===== src/rtl/uart_mmio_pkg.sv =====
// Shared definitions for the UART memory-mapped responder: register offsets,
// CSR bit positions and the transmit handshake state encoding.
package uart_mmio_pkg;

    localparam logic [31:0] TXD_OFS = 32'd0;
    localparam logic [31:0] RXD_OFS = 32'd4;
    localparam logic [31:0] CSR_OFS = 32'd8;

    localparam int CSR_TX_FULL    = 0;
    localparam int CSR_TX_IDLE    = 1;
    localparam int CSR_RX_VALID   = 2;
    localparam int CSR_RX_OVERRUN = 3;
    localparam int CSR_TX_DROP    = 4;
    localparam int CSR_RX_IRQ_EN  = 5;
    localparam int CSR_TX_IRQ_EN  = 6;

    typedef enum logic [1:0] {
        TX_IDLE,
        TX_START,
        TX_WAIT_BUSY,
        TX_WAIT_DONE
    } txState_e;

endpackage


===== src/rtl/uart_tx_fifo.sv =====
// Byte-wide synchronous FIFO holding outgoing UART bytes; a push into a full
// FIFO is accepted only when a pop frees a slot in the same cycle.
module uart_tx_fifo #(
    parameter int DEPTH = 4
) (
    input  logic                     sysclk,
    input  logic                     reset,
    input  logic                     push,
    input  logic                     pop,
    input  logic [7:0]               din,
    output logic [7:0]               dout,
    output logic                     full,
    output logic                     empty,
    output logic [$clog2(DEPTH):0]   count
);

    localparam int AW = $clog2(DEPTH);

    logic [7:0]    mem_q [DEPTH];
    logic [AW-1:0] wrPtr_q;
    logic [AW-1:0] rdPtr_q;
    logic [AW:0]   count_q;
    logic          doPush;
    logic          doPop;

    assign full   = (count_q == (AW+1)'(DEPTH));
    assign empty  = (count_q == '0);
    assign doPop  = pop & ~empty;
    assign doPush = push & (~full | doPop);
    assign dout   = mem_q[rdPtr_q];
    assign count  = count_q;

    // Pointers wrap naturally because DEPTH is a power of two.
    always_ff @(posedge sysclk) begin
        if (reset) begin
            wrPtr_q <= '0;
            rdPtr_q <= '0;
            count_q <= '0;
        end else begin
            if (doPush) begin
                mem_q[wrPtr_q] <= din;
                wrPtr_q        <= wrPtr_q + 1'b1;
            end
            if (doPop) begin
                rdPtr_q <= rdPtr_q + 1'b1;
            end
            case ({doPush, doPop})
                2'b10:   count_q <= count_q + 1'b1;
                2'b01:   count_q <= count_q - 1'b1;
                default: count_q <= count_q;
            endcase
        end
    end

endmodule


===== src/rtl/uart_mmio.sv =====
// CPU-side MMIO responder for the UART core: TXD/RXD/CSR registers, TX FIFO
// pacing and RX capture. Define UART_IRQ_EN to build the interrupt logic.
module uart_mmio
    import uart_mmio_pkg::*;
#(
    parameter logic [31:0] BASE_ADDR    = 32'h4000_0018,
    parameter int          TX_DEPTH     = 4,
    parameter int          BUSY_TIMEOUT = 1023
) (
    input  logic        sysclk,
    input  logic        reset,
    input  logic [31:0] addr,
    input  logic        mem_read,
    input  logic        mem_write,
    input  logic [31:0] wdata,
    output logic [31:0] rdata,
    output logic [7:0]  uart_tx_data,
    output logic        uart_tx_enable,
    input  logic        uart_tx_status,
    input  logic [7:0]  uart_rx_data,
    input  logic        uart_rx_status,
    output logic        uart_rx_enable,
    output logic        irq
);

    localparam int CW = $clog2(BUSY_TIMEOUT + 1);
    localparam int FW = $clog2(TX_DEPTH) + 1;

    logic          hitTxd, hitRxd, hitCsr;
    logic          txPush, txPop, txFull, txEmpty, txIdle;
    logic [7:0]    txHead;
    logic [FW-1:0] unusedTxCount;
    logic          unusedWdata;
    txState_e      txState_q;
    logic [CW-1:0] busyCnt_q;
    logic [7:0]    txData_q;
    logic          txEnable_q;
    logic [1:0]    txStatusSync_q;
    logic [1:0]    rxStatusSync_q;
    logic          rxStatusPrev_q;
    logic          rxEvent, rxRead, csrWrite;
    logic [7:0]    rxByte_q;
    logic          rxValid_q, rxOverrun_q, txDrop_q;
    logic          rxIrqEn, txIrqEn;
    logic [31:0]   csrValue;

    assign hitTxd   = (addr == BASE_ADDR + TXD_OFS);
    assign hitRxd   = (addr == BASE_ADDR + RXD_OFS);
    assign hitCsr   = (addr == BASE_ADDR + CSR_OFS);
    assign txPush   = mem_write & hitTxd;
    assign txPop    = (txState_q == TX_IDLE) & ~txEmpty;
    assign txIdle   = txEmpty & (txState_q == TX_IDLE);
    assign rxEvent  = rxStatusSync_q[1] & ~rxStatusPrev_q;
    assign rxRead   = mem_read & hitRxd;
    assign csrWrite = mem_write & hitCsr;

    assign uart_tx_data   = txData_q;
    assign uart_tx_enable = txEnable_q;
    assign uart_rx_enable = 1'b1;
    assign unusedWdata    = ^wdata;

    uart_tx_fifo #(.DEPTH(TX_DEPTH)) txFifo (
        .sysclk (sysclk),
        .reset  (reset),
        .push   (txPush),
        .pop    (txPop),
        .din    (wdata[7:0]),
        .dout   (txHead),
        .full   (txFull),
        .empty  (txEmpty),
        .count  (unusedTxCount)
    );

    // Handshake with the UART: pulse enable, wait for busy, wait for idle.
    // A UART that never reports busy gets the same byte re-pulsed after the timeout.
    always_ff @(posedge sysclk) begin
        if (reset) begin
            txState_q      <= TX_IDLE;
            txData_q       <= '0;
            txEnable_q     <= 1'b0;
            busyCnt_q      <= '0;
            txStatusSync_q <= 2'b11;
        end else begin
            txStatusSync_q <= {txStatusSync_q[0], uart_tx_status};
            txEnable_q     <= 1'b0;
            case (txState_q)
                TX_IDLE: begin
                    if (txPop) begin
                        txData_q   <= txHead;
                        txEnable_q <= 1'b1;
                        txState_q  <= TX_START;
                    end
                end
                TX_START: begin
                    busyCnt_q <= '0;
                    txState_q <= TX_WAIT_BUSY;
                end
                TX_WAIT_BUSY: begin
                    if (!txStatusSync_q[1]) begin
                        txState_q <= TX_WAIT_DONE;
                    end else if (busyCnt_q == CW'(BUSY_TIMEOUT)) begin
                        txEnable_q <= 1'b1;
                        txState_q  <= TX_START;
                    end else begin
                        busyCnt_q <= busyCnt_q + 1'b1;
                    end
                end
                TX_WAIT_DONE: begin
                    if (txStatusSync_q[1]) begin
                        txState_q <= TX_IDLE;
                    end
                end
                default: txState_q <= TX_IDLE;
            endcase
        end
    end

    // A read that coincides with a new byte must not count as an overrun.
    always_ff @(posedge sysclk) begin
        if (reset) begin
            rxStatusSync_q <= '0;
            rxStatusPrev_q <= 1'b0;
            rxByte_q       <= '0;
            rxValid_q      <= 1'b0;
            rxOverrun_q    <= 1'b0;
            txDrop_q       <= 1'b0;
        end else begin
            rxStatusSync_q <= {rxStatusSync_q[0], uart_rx_status};
            rxStatusPrev_q <= rxStatusSync_q[1];
            if (rxEvent) begin
                rxByte_q  <= uart_rx_data;
                rxValid_q <= 1'b1;
            end else if (rxRead) begin
                rxValid_q <= 1'b0;
            end
            if (rxEvent && rxValid_q && !rxRead) begin
                rxOverrun_q <= 1'b1;
            end else if (csrWrite && wdata[CSR_RX_OVERRUN]) begin
                rxOverrun_q <= 1'b0;
            end
            if (txPush && txFull && !txPop) begin
                txDrop_q <= 1'b1;
            end else if (csrWrite && wdata[CSR_TX_DROP]) begin
                txDrop_q <= 1'b0;
            end
        end
    end

`ifdef UART_IRQ_EN
    logic rxIrqEn_q, txIrqEn_q, irq_q;

    always_ff @(posedge sysclk) begin
        if (reset) begin
            rxIrqEn_q <= 1'b0;
            txIrqEn_q <= 1'b0;
            irq_q     <= 1'b0;
        end else begin
            if (csrWrite) begin
                rxIrqEn_q <= wdata[CSR_RX_IRQ_EN];
                txIrqEn_q <= wdata[CSR_TX_IRQ_EN];
            end
            irq_q <= (rxIrqEn_q & rxValid_q) | (txIrqEn_q & txIdle);
        end
    end

    assign rxIrqEn = rxIrqEn_q;
    assign txIrqEn = txIrqEn_q;
    assign irq     = irq_q;
`else
    assign rxIrqEn = 1'b0;
    assign txIrqEn = 1'b0;
    assign irq     = 1'b0;
`endif

    always_comb begin
        csrValue                 = '0;
        csrValue[CSR_TX_FULL]    = txFull;
        csrValue[CSR_TX_IDLE]    = txIdle;
        csrValue[CSR_RX_VALID]   = rxValid_q;
        csrValue[CSR_RX_OVERRUN] = rxOverrun_q;
        csrValue[CSR_TX_DROP]    = txDrop_q;
        csrValue[CSR_RX_IRQ_EN]  = rxIrqEn;
        csrValue[CSR_TX_IRQ_EN]  = txIrqEn;
    end

    assign rdata = hitRxd ? {24'h0, rxByte_q} : (hitCsr ? csrValue : 32'h0);

endmodule


===== config.mk =====
export PLATFORM = sky130hd
export DESIGN_NAME = uart_mmio
export DESIGN_NICKNAME = d
export VERILOG_FILES = /design/src/rtl/uart_mmio_pkg.sv /design/src/rtl/uart_tx_fifo.sv /design/src/rtl/uart_mmio.sv
export SDC_FILE = /design/constraint.sdc
export NUM_CORES = 1
export LEC_CHECK = 0
export CAP_MARGIN = 5
export CORE_MARGIN = 3
export CORE_UTILIZATION = 55
export CTS_BUF_LIST = sky130_fd_sc_hd__clkbuf_4 sky130_fd_sc_hd__clkbuf_8 sky130_fd_sc_hd__clkbuf_16
export CTS_CLUSTER_SIZE = 10
export DETAILED_ROUTE_END_ITERATION = 12
export DONT_BUFFER_PORTS = 1
export GPL_TIMING_DRIVEN = 0
export HOLD_SLACK_MARGIN = 0.05
export PLACE_DENSITY = 0.8
export SLEW_MARGIN = 20
export SYNTH_ARGS = -nofsm -noshare
export SYNTH_HDL_FRONTEND = slang
export SYNTH_SLANG_ARGS = --single-unit

===== constraint.sdc =====
create_clock -name sysclk -period 2.65 [get_ports sysclk]
set_clock_uncertainty 0.2 [all_clocks]
set_input_delay 0 -clock sysclk [delete_from_list [all_inputs] [get_ports sysclk]]
set_output_delay 0 -clock sysclk [all_outputs]
set_load 0.01 [all_outputs]

Word level (Yosys, flattened, before mapping)
Memories as Yosys holds them, arrays and structs flattened. A register that Yosys moved wholly into a read port is not among the register bits. Index checks and enable logic that the tools add are counted.

$add $sub $neg: 5. Eq/ne operators: 15. Multiplexer cells: 24. Bitwise gates (word level): 12. Reductions and logical operators: 18.

Operator list (number): $eq A32 B31 Y1 const B (3); $mux W10 (2); $pmux W10 S2 (1); $mux W1 (12); $add A10 B1 Y10 const B (1); $eq A10 B10 Y1 const B (1); $reduce_bool A2 Y1 (5); $and A1 B1 Y1 (8); $mux W2 (4); $mux W8 (1); $pmux W2 S4 (1); $eq A2 B2 Y1 const B (3); $logic_and A1 B1 Y1 (6); $ne A2 B2 Y1 const B (3); $pmux W3 S2 (1); $reduce_and A3 Y1 (2); $mux W5 (1); $add A2 B1 Y2 const B (2); $eq A2 B1 Y1 const B (2); $add A3 B1 Y3 const B (1); $eq A3 B3 Y1 const B (1); $logic_not A3 Y1 (1); $ne A3 B3 Y1 const B (1); $not A1 Y1 (3); 7 further kinds (8).

Register bits after elaboration: 36. Bits in writable memories: 32. Output and inout port bits: 43. Memories: 1.

Memory list: txFifo.mem_q (words 4, width 8, rd ports 1, clocked after Yosys merged registers in 1, write ports 1, RTL line uart_tx_fifo.sv:19) `logic [7:0] mem_q [DEPTH];`.

Longest topological paths before layout
Gate-level depths: netlist of the first run.

Depth after elaboration: 9. Mapped depth: 9. Mapped depth without buffers: 9.

Modules after synthesis
Synthesis of the first run repeated with hierarchy kept, for this count alone.

Cell total of the unflattened synthesis: 343. Area, all modules: 3647.2 µm².

Modules (own cells, without submodules): uart_mmio (times used 1, cells an instance 247, area each 2009.4 µm²); uart_tx_fifo (times used 1, cells an instance 96, area each 1637.8 µm²).

Worst setup path after synthesis of the first run
Ideal clock, no wire load.

Path kind: input -> register. From: input port addr[29]. To: memory txFifo.mem_q[0][0], enable pin. Setup time: 0.332 ns. Data arrival time: 1.638 ns. Required time: 2.118 ns. Slack: 0.480 ns. Stages on the path: 4. Buffers on the path: 0. Path through: or4b_1 or4_4 nor4b_4 and2_1.

Word-level cells in the longest chain between the ends: 6.

RTL lines: start, declared (RTL line uart_mmio.sv:12) `input logic [31:0] addr,`; $eq A32 B31 Y1 (RTL line uart_mmio.sv:47) `assign hitTxd = (addr == BASE_ADDR + TXD_OFS);`; $and A1 B1 Y1 (RTL line uart_mmio.sv:50) `assign txPush = mem_write & hitTxd;`; $and A1 B1 Y1 (RTL line uart_tx_fifo.sv:29) `assign doPush = push & (~full | doPop);`; $mux W1 (RTL line uart_tx_fifo.sv:40) `if (doPush) begin`; $mux W1 (RTL line uart_tx_fifo.sv:35) `if (reset) begin`; $mux W1 (not written as such) (RTL line uart_tx_fifo.sv:41) `mem_q[wrPtr_q] <= din;`; end, declared (RTL line uart_tx_fifo.sv:19).

Every way passes these cells.

Worst setup path after layout of the first run
From: input port addr[23]. To: register txFifo.wrPtr_q[1].

Word-level cells in the longest chain between the ends: 3.

RTL lines: $eq A32 B31 Y1 (RTL line uart_mmio.sv:47); $and A1 B1 Y1 (RTL line uart_mmio.sv:50); $and A1 B1 Y1 (RTL line uart_tx_fifo.sv:29); end signal, assigned (RTL line uart_tx_fifo.sv:42) `wrPtr_q <= wrPtr_q + 1'b1;`; end, declared (RTL line uart_tx_fifo.sv:20) `logic [AW-1:0] wrPtr_q;`.

Every way passes these cells. A chain may end at the register's enable or synchronous reset.

==> results of run 1 <==
## area by class of cell
| type | instances | area, um2 | share of cell area |
|---|---|---|---|
| clock inverter | 6 | 87.6 | 0.0204 |
| multi-input combinational | 231 | 1480 | 0.345 |
| sequential | 76 | 1840 | 0.429 |
| tap | 75 | 93.8 | 0.0219 |
| clock buffer | 10 | 138 | 0.0321 |
| timing repair buffer | 39 | 385 | 0.0898 |
| inverter | 7 | 26.3 | 0.00612 |
| buffer | 38 | 241 | 0.0563 |
## layout by cell type, fill, tap and decap left out, types with 2 or more instances in the layout
cell type,netlist,layout
nand2_1,46,46
xnor2_1,2,2
xor2_1,4,4
o21ai_0,7,7
clkinv_2,0,2
clkbuf_1,8,8
nor4_2,5,6
dlygate4sd3_1,0,37
edfxtp_1,32,32
nand4_1,2,2
nor4b_4,2,2
nand3_1,5,5
nand2b_1,4,4
a32o_1,2,2
clkinv_4,0,2
inv_1,7,7
clkbuf_8,0,10
buf_1,3,3
dfxtp_1,44,44
conb_1,2,26
buf_4,26,28
nor4_1,5,3
bufinv_16,0,2
and2_1,8,4
mux2_2,3,3
and3_1,4,3
nor3_1,7,7
nor2b_1,6,6
and2_2,0,4
mux4_2,8,8
nor2_1,29,29
nand3b_1,4,4
ha_1,5,5
a21oi_1,30,30
a22o_1,3,3
or2_2,3,3
## per-layer routing
layer	routed length, um	GRT usage	vias to the layer above
met3	590	0.0689	10
li1	-	-	1252
met5	0	0	-
met4	74	0.0849	0
met2	4000	0.383	115
met1	2910	0.238	1208
## power by group
| part | switching [W] | total, W | internal, W |
|---|---|---|---|
| Sequential | 0.000107 | 0.00143 | 0.00133 |
| Combinational | 0.000391 | 0.000694 | 0.000303 |
| Clock | 0.000433 | 0.000989 | 0.000556 |
## timing repair
action / CTS / global route
hold buffers: 36 / 2
hold endpoints to repair: 82 / 1
buffers inserted: 0 / 2
gates resized for setup: 0 / 8
endpoints found under the setup margin: 0 / 44
## sequential cells by signal, indices dropped and copies added (netlist names), 3 cells and up
name and flops:
txFifo.mem_q 32, busyCnt_q 10, rxByte_q 8, uart_tx_data 8, txFifo.count 3
## cells by family (layout without fill, tap and decap cells)
kind of cell | Yosys count | in the layout | share of synthesized area
flip-flops | 76 | 76 | 0.531
multiplexers | 11 | 11 | 0.0616
adder cells (fa/ha/maj) | 6 | 6 | 0.0238
buffers and inverters | 45 | 100 | 0.0771
XOR/XNOR | 6 | 6 | 0.0151
AO/OA/AOI/OAI | 46 | 46 | 0.0761
other | 2 | 26 | 0.00216
AND/OR/NAND/NOR | 136 | 136 | 0.213
## worst max-delay path by stage
stage                 startpoint  slack [ns]            endpoint  cells past startpoint
floorplan               addr[29]        0.48  txFifo.mem_q[0][0]                      4
global placement    busyCnt_q[0]        0.15        busyCnt_q[9]                      7
detailed placement  busyCnt_q[0]        0.18        busyCnt_q[9]                      7
CTS                      addr[4]        0.04            txDrop_q                      7
global route            addr[23]       -0.02   txFifo.wrPtr_q[1]                      9
finish                  addr[23]        0.07   txFifo.wrPtr_q[1]                      9
## metrics by stage
| step | power, W | std cells | setup slack, ns |
|---|---|---|---|
| final | 0.00312 | 482 | 0.0743 |
| after floorplan | 0.00197 | 352 | 0.480 |
| after detailed placement | 0.00211 | 427 | 0.183 |
| after CTS | 0.00311 | 479 | 0.0371 |
| after global routing | 0.00328 | 482 | -0.0215 |
| after global placement | 0.00209 | 427 | 0.145 |
==> results by group, run 1 <==
Synth
  – Post-synthesis cell area: 3470 um2
  – Sequential area share after synthesis: 0.531
  – Synth warn: 0
  – Synth Instances: 328
  – Synth Register Bits: 76
  – Area leader, netlist: edfxtp_1
  – Synthesized area per cell: 10.6 um2
  – Most frequent cell after synthesis: nand2_1
  – Top post-synthesis cells by area: edfxtp_1 28%, dfxtp_1 25%, buf_4 5.6%
  – Commonest cells post-synth: 46 x nand2_1, 44 x dfxtp_1, 32 x edfxtp_1
  – Async SR Flop Fraction: 0
  – Post-synth EDFFs: 32
  – Post-synth top area share: 0.277
  – Yosys cell types: 42
  – Top FF cell, synth: dfxtp_1

Die
  – Initial Util: 0.576
  – Placeable Area: 6030 um2
  – Die height: 85.4 um
  – Die W: 85.4 um
  – Die Footprint: 7300 um2
  – Row cnt: 28
  – IO Pins: ~120

Run status
  – Status: complete, no violations

Clock tree
  – Worst-Skew Late Latency: 0.35 ns
  – H-tree levels: 3
  – Max Buffers Root-to-Sink: 2
  – Sinks on Clock Net: 76
  – CTS tree: yes
  – CTS clk-pin slew, worst paths: 0.08 ns
  – Clock root cell: clkbuf_8
  – CTS buffer count: 9

STA
  – Tcrit/Tclk final: 0.972
  – Setup violators final: 0
  – Max Clock Freq: 388 MHz
  – Final hold vios: 0
  – Pins over their slew limit: 0
  – Hold slack: 0.115 ns
  – Worst slew pin tran: 0.815 ns
  – Total negative slack: 0 ns
  – Fin crit period: 2.58 ns
  – Slew headroom: 0.457

Placed design
  – Final HPWL DP: 4950 um
  – Port Buffers: 0
  – Area after DPL: 3650 um2
  – Gpl congestion: 0.856

Setup path
  – R2r endpoint: busyCnt_q[9]
  – Critical Setup Path Class: in -> reg
  – CP Launch Type: primary input
  – Crit-path cells: dlygate4sd3_1 -> nor4_2 -> nand3_1 -> nor2_1 -> dlygate4sd3_1 -> and3_2 -> dlygate4sd3_1 -> nand2_1 -> a21oi_1
  – Critical path endpoint category: flip-flop
  – Arr. time, crit path: 2.65 ns
  – Crit path buffers/inverters: 3
  – Slowest stage delay, CP: between 0.5 and 0.6 ns
  – Crit path top cell by count: dlygate4sd3_1
  – R2R setup slack: 0.40 ns
  – CP max stage cell: dlygate4sd3_1
  – Worst-path fanout max: 3
  – Required time of the worst setup path: 2.73 ns
  – CP delay by family, top: buffers and inverters
  – R2R cell count: 7
  – Critical R2R Launch: busyCnt_q[0]

Final layout
  – Share of cells above drive strength 1: 0.187
  – Fin area: 4290 um2
  – Antenna diodes: 0
  – # fillers: 430
  – # nets final: 486
  – Final Core Density: 0.712
  – Area Growth Syn to Fin: 23.7%

Global routing
  – Number of global-route vias before repair: ~2,600
  – First-pass GRT wire length: 12,200 um
  – Largest net degree at the start of global routing: 14
  – Total track usage: 0.216
  – Initial antenna violation count: 0
  – Remaining global-route overflow: 0

Worst hold path
  – Hold Path Depth: 2
  – Hold path start: uart_tx_status
  – HP Class: in -> reg
  – End of the worst hold path: txStatusSync_q[0]

Run
  – Max Cap Viol: 0

Detailed routing
  – Routed vias: 2,585
  – DRC Markers: 0
  – Post-route ant nets: 0
  – Number of vias per cell: 5.36
  – Routed length per instance: about 16 um
  – Number of detailed-route iterations in the first pass: 4
  – DRT iter0 DRCs: 135
  – DRT Wirelength: 7580 um

Pwr
  – Leakage power figure: 1.62 nW
  – PwrDens: 726 nW/um2
  – Max VDD drop: 0.385 mV
(Power assumes the default switching activity.)
==> run 2, diff against run 1 <==
--- a/config.mk
+++ b/config.mk
@@ -6,15 +6,17 @@
 export NUM_CORES = 1
 export LEC_CHECK = 0
 export CAP_MARGIN = 5
+export CELL_PAD_IN_SITES_DETAIL_PLACEMENT = 2
+export CELL_PAD_IN_SITES_GLOBAL_PLACEMENT = 2
 export CORE_MARGIN = 3
-export CORE_UTILIZATION = 55
+export CORE_UTILIZATION = 38
 export CTS_BUF_LIST = sky130_fd_sc_hd__clkbuf_4 sky130_fd_sc_hd__clkbuf_8 sky130_fd_sc_hd__clkbuf_16
 export CTS_CLUSTER_SIZE = 10
 export DETAILED_ROUTE_END_ITERATION = 12
 export DONT_BUFFER_PORTS = 1
 export GPL_TIMING_DRIVEN = 0
 export HOLD_SLACK_MARGIN = 0.05
-export PLACE_DENSITY = 0.8
+export PLACE_DENSITY = 0.88
 export SLEW_MARGIN = 20
 export SYNTH_ARGS = -nofsm -noshare
 export SYNTH_HDL_FRONTEND = slang
==> run 2 against run 1 <==
  * Total power decreased by 2.5%
  * Core utilization decreased by 23 points
  * Sequential share of layout area increased by 0.67 points
  * Highest routed layer unchanged
  * Die area increased by 41%
  * Via count increased by 6.9%
  * Clock-buffer cell count increased by 2
  * Critical path depth decreased by 1
  * Combinational power increased by 11%
  * Fmax increased by 3.3%
  * Largest cell class unchanged
  * Cell count increased by 5.2%
==> results by group, run 2 (synthesis results as in run 1) <==
Detailed routing
  – Routed length per instance: 23.1 um (+47%)
  – Post-route ant nets: 0 (unchanged)
  – Routed vias: 2,763 (+6.9%)
  – Number of vias per cell: 5.45 (+1.6%)
  – DRT iter0 DRCs: 85 (-37%)
  – DRT Wirelength: 11,700 um (+55%)
  – DRC Markers: 0 (unchanged)
  – Number of detailed-route iterations in the first pass: 5 (+1)

Setup path
  – CP max stage cell: dlygate4sd3_1
  – Critical Setup Path Class: in -> reg
  – Arr. time, crit path: 2.50 ns (-0.15 ns)
  – Worst-path fanout max: 9 (+6)
  – Critical path endpoint category: flip-flop
  – Crit-path cells: dlygate4sd3_1 -> nand3b_1 -> nor2_1 -> nor4b_4 -> nand2_1 -> dlygate4sd3_1 -> a32oi_1 -> nor2_1
  – Slowest stage delay, CP: 0.62 ns (+0.05 ns)
  – Required time of the worst setup path: 2.66 ns (-0.07 ns)
  – CP Launch Type: primary input

Die
  – Row cnt: 34 (+21%)
  – Die height: 102 um (+19%)
  – IO Pins: 121 (unchanged)
  – Die W: 102 um (+19%)
  – Die Footprint: 10,300 um2 (+41%)
  – Placeable Area: 8810 um2 (+46%)
  – Initial Util: 0.394 (-0.182)

STA
  – Hold slack: 0.146 ns (+0.0306 ns)
  – Setup violators final: 0 (unchanged)
  – Worst slew pin tran: 0.816 ns (+0.00131 ns)
  – Slew headroom: 0.452 (-0.00540)
  – Total negative slack: 0 ns (unchanged)
  – RSZ-0062 raised after global routing: no
  – Max Clock Freq: 401 MHz (+3.3%)
  – Tcrit/Tclk final: 0.941 (-0.0314)
  – Pins over their slew limit: 0 (unchanged)
  – Final hold vios: 0 (unchanged)
  – Fin crit period: 2.49 ns (-0.0833 ns)

Placed design
  – Final HPWL DP: 7350 um (+48%)
  – Gpl congestion: 0.769 (-10%)
  – Port Buffers: 0 (unchanged)

Clock tree
  – CTS tree: yes
  – Postcts setup bufs: 0 (unchanged)
  – CTS buffer count: 9 (unchanged)
  – H-tree levels: 3 (unchanged)
  – Max Buffers Root-to-Sink: 2 (unchanged)
  – Clock root cell: clkbuf_8
  – Worst-Skew Late Latency: 0.35 ns (about the same)
  – Sinks on Clock Net: 76 (unchanged)
  – CTS clk-pin slew, worst paths: 0.07 ns (about the same)

Final layout
  – Area Growth Syn to Fin: 21.8%
  – Most common cell after layout, fill and taps aside: nand2_1
  – Most flop-heavy register: txFifo.mem_q
  – Share of cells above drive strength 1: 0.180 (-0.00628)
  – Antenna diodes: 0 (unchanged)
  – Final Core Density: 0.480 (-0.232)
  – # fillers: 931 (+120%)
  – Most frequent cells in the layout: 46 x nand2_1, 44 x dfxtp_1, 32 x edfxtp_1, 31 x dlygate4sd3_1, 30 x a21oi_1
  – Max reg flops: 32 (unchanged)
  – Largest regs: txFifo.mem_q: 32 flops, busyCnt_q: 10 flops
  – # nets final: 478 (-1.6%)

Global routing
  – Remaining global-route overflow: 0 (unchanged)
  – Total track usage: 0.242 (+0.0268)
  – Number of global-route vias before repair: 3,129 (+19%)
  – Initial antenna violation count: 0 (unchanged)
  – First-pass GRT wire length: 18,300 um (+50%)
  – Largest net degree at the start of global routing: 13 (-1)

Run status
  – Status: complete, no violations

Worst hold path
  – HP Class: in -> reg

Pwr
  – Leakage power figure: 1.55 nW (-4.1%)
  – Pwr Total: 0.00304 W (-2.5%)
  – Max VDD drop: 0.432 mV (+12%)
  – PwrDens: 719 nW/um2 (-0.92%)

Run
  – Max Cap Viol: 0 (unchanged)
-- run 2: what timing repair did --
item,in CTS,in global routing
hold endpoints to repair,82,0
hold buffers,33,0
endpoints found under the setup margin,8,11
pin swaps,0,1
gates resized for setup,1,6
-- run 2: metal layers --
metal / track usage / up-vias / wire [um]
met1: 0.260 / 1376 / 4210
met5: 0 / - / 0
li1: - / 1238 / -
met3: 0.0544 / 28 / 608
met4: 0.113 / 0 / 476
met2: 0.449 / 121 / 6420
-- run 2: final timing paths --
| kind | startpoint | to | slack [ns] | depth (start not counted) |
|---|---|---|---|---|
| setup / recovery | addr[3] | rxOverrun_q | 0.16 | 8 |
| hold / removal | uart_rx_data[3] | rxByte_q[3] | 0.15 | 3 |
| setup reg to reg | txState_q[1] | txFifo.count[2] | 0.23 | 7 |
| hold reg to reg | txStatusSync_q[0] | txStatusSync_q[1] | 0.26 | 1 |
-- run 2: per-stage QoR --
stage | instance area [um2] | cells | worst slack [ns]
global route | 4230 | 507 | 0.00291
floorplan | 3560 | 352 | 0.480
finish | 4230 | 507 | 0.158
CTS | 4210 | 509 | 0.0831
detailed placement | 3700 | 460 | -0.138
global placement | 3700 | 460 | 0.0416
-- run 2: worst max-delay path: cells and delay by family --
| family | cells | cell delay, ns |
|---|---|---|
| buffers and inverters | 2 | 1.17 |
| AND/OR/NAND/NOR | 5 | 1.10 |
| AO/OA/AOI/OAI | 1 | 0.25 |
-- run 2: where the power goes --
part | switching, W | internal (W)
Clock | 0.000444 | 0.000371
Combinational | 0.000471 | 0.000301
Sequential | 0.000127 | 0.00133
Total | 0.00104 | 0.00200
-- run 2: layout make-up --
class                   instances  area, um2  area share
plain buffers                  38        241      0.0571
clock buffers                  12        146      0.0346
clock inverters                 4       26.3     0.00622
inverters                       7       26.3     0.00622
multi-input cells             231       1500       0.355
flip-flops and latches         76       1840       0.436
well taps                     108        135      0.0320
repair buffers                 31        310      0.0734
==> run 3, diff against run 2 <==
--- a/config.mk
+++ b/config.mk
@@ -17,6 +17,7 @@
 export GPL_TIMING_DRIVEN = 0
 export HOLD_SLACK_MARGIN = 0.05
 export PLACE_DENSITY = 0.88
+export RECOVER_POWER = 100
 export SLEW_MARGIN = 20
 export SYNTH_ARGS = -nofsm -noshare
 export SYNTH_HDL_FRONTEND = slang
==> run 3 against run 2 <==
  * Global-route usage stayed put
  * Worst hold slack better by 0.0013 ns
  * Total power hardly changed
  * Fmax is 0.29% lower
  * Non-clock buffer count stayed put
  * Critical path depth is 1 lower
  * Wire length is 0.21% lower
  * Clock power hardly changed
  * Clock-buffer cell count stayed put
  * Cell count stayed put
  * Critical endpoint unchanged
  * Worst setup slack worse by 0.0072 ns
  * Core utilization is 0.14 points lower
==> results by group, run 3 (synthesis results as in run 1) <==
Die
  – Placeable Area: 8810 um2 (unchanged)
  – Die height: 102 um (unchanged)
  – Die Footprint: 10,300 um2 (unchanged)
  – IO Pins: 121 (unchanged)
  – Die W: 102 um (unchanged)
  – Row cnt: 34 (unchanged)
  – Initial Util: 0.394 (unchanged)

Setup path
  – CP max stage cell: nor4_2
  – Worst-path fanout max: 7 (-2)
  – CP delay by family, top: simple AND/OR/NAND/NOR gates
  – Arr. time, crit path: 2.51 ns (about the same)
  – Critical Setup Path Class: in -> reg
  – Critical path endpoint category: flip-flop
  – Crit-path cells: nor4_2 -> nand4_1 -> nor4_2 -> nand3_1 -> dlygate4sd3_1 -> a32oi_1 -> nor2_1
  – CP Launch Type: primary input
  – Crit path top cell by count: nor4_2
  – Required time of the worst setup path: 2.66 ns (about the same)
  – Crit path buffers/inverters: 1 (-1)
  – Slowest stage delay, CP: 0.84 ns (+0.22 ns)

Clock tree
  – Max Buffers Root-to-Sink: 2 (unchanged)
  – Sinks on Clock Net: 76 (unchanged)
  – H-tree levels: 3 (unchanged)
  – Clock root cell: clkbuf_8
  – Postcts setup bufs: 0 (unchanged)
  – CTS tree: yes
  – CTS clk-pin slew, worst paths: 0.08 ns (about the same)
  – Worst-Skew Late Latency: 0.35 ns (about the same)
  – CTS buffer count: 9 (unchanged)

Placed design
  – Area after DPL: 3700 um2 (unchanged)
  – Port Buffers: 0 (unchanged)
  – Final HPWL DP: 7350 um (unchanged)
  – Gpl congestion: 0.769 (unchanged)

Global routing
  – First-pass GRT wire length: 18,300 um (unchanged)
  – Total track usage: 0.242 (unchanged)
  – Remaining global-route overflow: 0 (unchanged)
  – Initial antenna violation count: 0 (unchanged)
  – Largest net degree at the start of global routing: 13 (unchanged)
  – Number of global-route vias before repair: 3,129 (unchanged)

Final layout
  – Most common cell after layout, fill and taps aside: nand2_1
  – Largest regs: txFifo.mem_q: 32 flops, busyCnt_q: 10 flops
  – # nets final: 478 (unchanged)
  – Max reg flops: 32 (unchanged)
  – Share of cells above drive strength 1: 0.173 (-0.00752)
  – Fin area: 4210 um2 (-0.30%)
  – Most flop-heavy register: txFifo.mem_q
  – Area Growth Syn to Fin: 21.4%
  – Most frequent cells in the layout: 46 x nand2_1, 44 x dfxtp_1, 32 x edfxtp_1, 31 x dlygate4sd3_1, 30 x a21oi_1
  – Antenna diodes: 0 (unchanged)
  – Final Core Density: 0.479 (-0.00142)

Detailed routing
  – DRC Markers: 0 (unchanged)
  – Number of detailed-route iterations in the first pass: 6 (+1)
  – Routed vias: 2,736 (-0.98%)
  – Post-route ant nets: 0 (unchanged)
  – Routed length per instance: 23.1 um (-0.21%)
  – DRT iter0 DRCs: 94 (+11%)
  – DRT Wirelength: 11,700 um (-0.21%)
  – Number of vias per cell: 5.40 (-0.98%)

Pwr
  – PwrDens: 721 nW/um2 (+0.31%)
  – Pwr Total: 0.00304 W (about the same)
  – Clock power frac: 0.268 (about the same)
  – Leakage power figure: 1.54 nW (-0.83%)
  – Gate power share: 0.253 (about the same)
  – Net Sw Power: 0.00104 W (+0.17%)
  – Sw Ratio: 0.343 (+0.000516)
  – Int Pwr: 0.00200 W (about the same)
  – Max VDD drop: 0.436 mV (+0.98%)
  – Seq pwr share: 0.478 (about the same)

STA
  – Worst slew pin tran: 0.822 ns (+0.00625 ns)
  – Final hold vios: 0 (unchanged)
  – Setup violators final: 0 (unchanged)
  – Slew headroom: 0.447 (-0.00420)
  – Pins over their slew limit: 0 (unchanged)
  – Tcrit/Tclk final: 0.943 (+0.00271)
  – Fin crit period: 2.50 ns (+0.00718 ns)
  – Max Clock Freq: 400 MHz (-0.29%)
  – RSZ-0062 raised after global routing: no

Worst hold path
  – HP Class: in -> reg

Run status
  – Status: complete, no violations

Run
  – Max Cap Viol: 0 (unchanged)
[run 3: cell types whose count changed in the layout (fill, tap and decap cells not counted), sizes merged]
cell / change
buf: -3
clkbuf: +3
[run 3: worst paths after layout]
path | from | to | slack, ns | cells after the start
worst max-delay path | addr[16] | rxOverrun_q | 0.15 | 7
worst min-delay path | uart_rx_data[3] | rxByte_q[3] | 0.15 | 3
worst max register to register | txState_q[1] | txFifo.mem_q[1][7] | 0.21 | 4
worst min register to register | rxStatusSync_q[0] | rxStatusSync_q[1] | 0.26 | 1
[run 3: timing repair]
item	in CTS	in global routing
gates cloned	0	0
endpoints found under the setup margin	8	11
endpoints found under the hold margin	82	0
resized for setup	1	6
pin swaps	0	1
hold buffers	33	0
[run 3: tightest hold or removal path, delay by kind of cell]
family	cells	cell delay [ns]
buf+inv	1	0.53
compound gates	1	0.05
simple gates	1	0.06
[run 3: layout make-up]
| cell class | count | area (um2) |
|---|---|---|
| plain buffers | 38 | 240 |
| clock buffers | 12 | 146 |
| clock inverters | 4 | 26.3 |
| fillers | 932 | 4590 |
| inverters | 7 | 26.3 |
| multi-input cells | 231 | 1490 |
| flip-flops and latches | 76 | 1840 |
| well taps | 108 | 135 |
| repair buffers | 31 | 310 |
[run 3: through the flow]
step	setup slack [ns]	hold WS [ns]	setup TNS, ns	instances
CTS	0.0831	0.115	0	509
floorplan	0.480	-0.101	0	352
global route	0.000363	0.147	0	507
global placement	0.0416	-0.101	0	460
finish	0.150	0.147	0	507
detailed placement	-0.138	-0.101	-0.473	460
[run 3: per-layer routing]
| layer | global-route usage | wire (um) | up-vias |
|---|---|---|---|
| met5 | 0 | 0 | - |
| met3 | 0.0544 | 525 | 24 |
| met1 | 0.260 | 4250 | 1369 |
| met2 | 0.449 | 6490 | 107 |
| li1 | - | - | 1236 |
| met4 | 0.113 | 428 | 0 |
[run 3: power by group through the flow]
stage	Combinational [W]	Clock (W)	Sequential, W
3_5_place_dp	0.000708	0	0.00148
5_1_grt	0.000875	0.000884	0.00147
3_3_place_gp	0.000647	0	0.00146
6_report	0.000770	0.000816	0.00145
2_1_floorplan	0.000530	0	0.00144
4_1_cts	0.000762	0.000809	0.00145
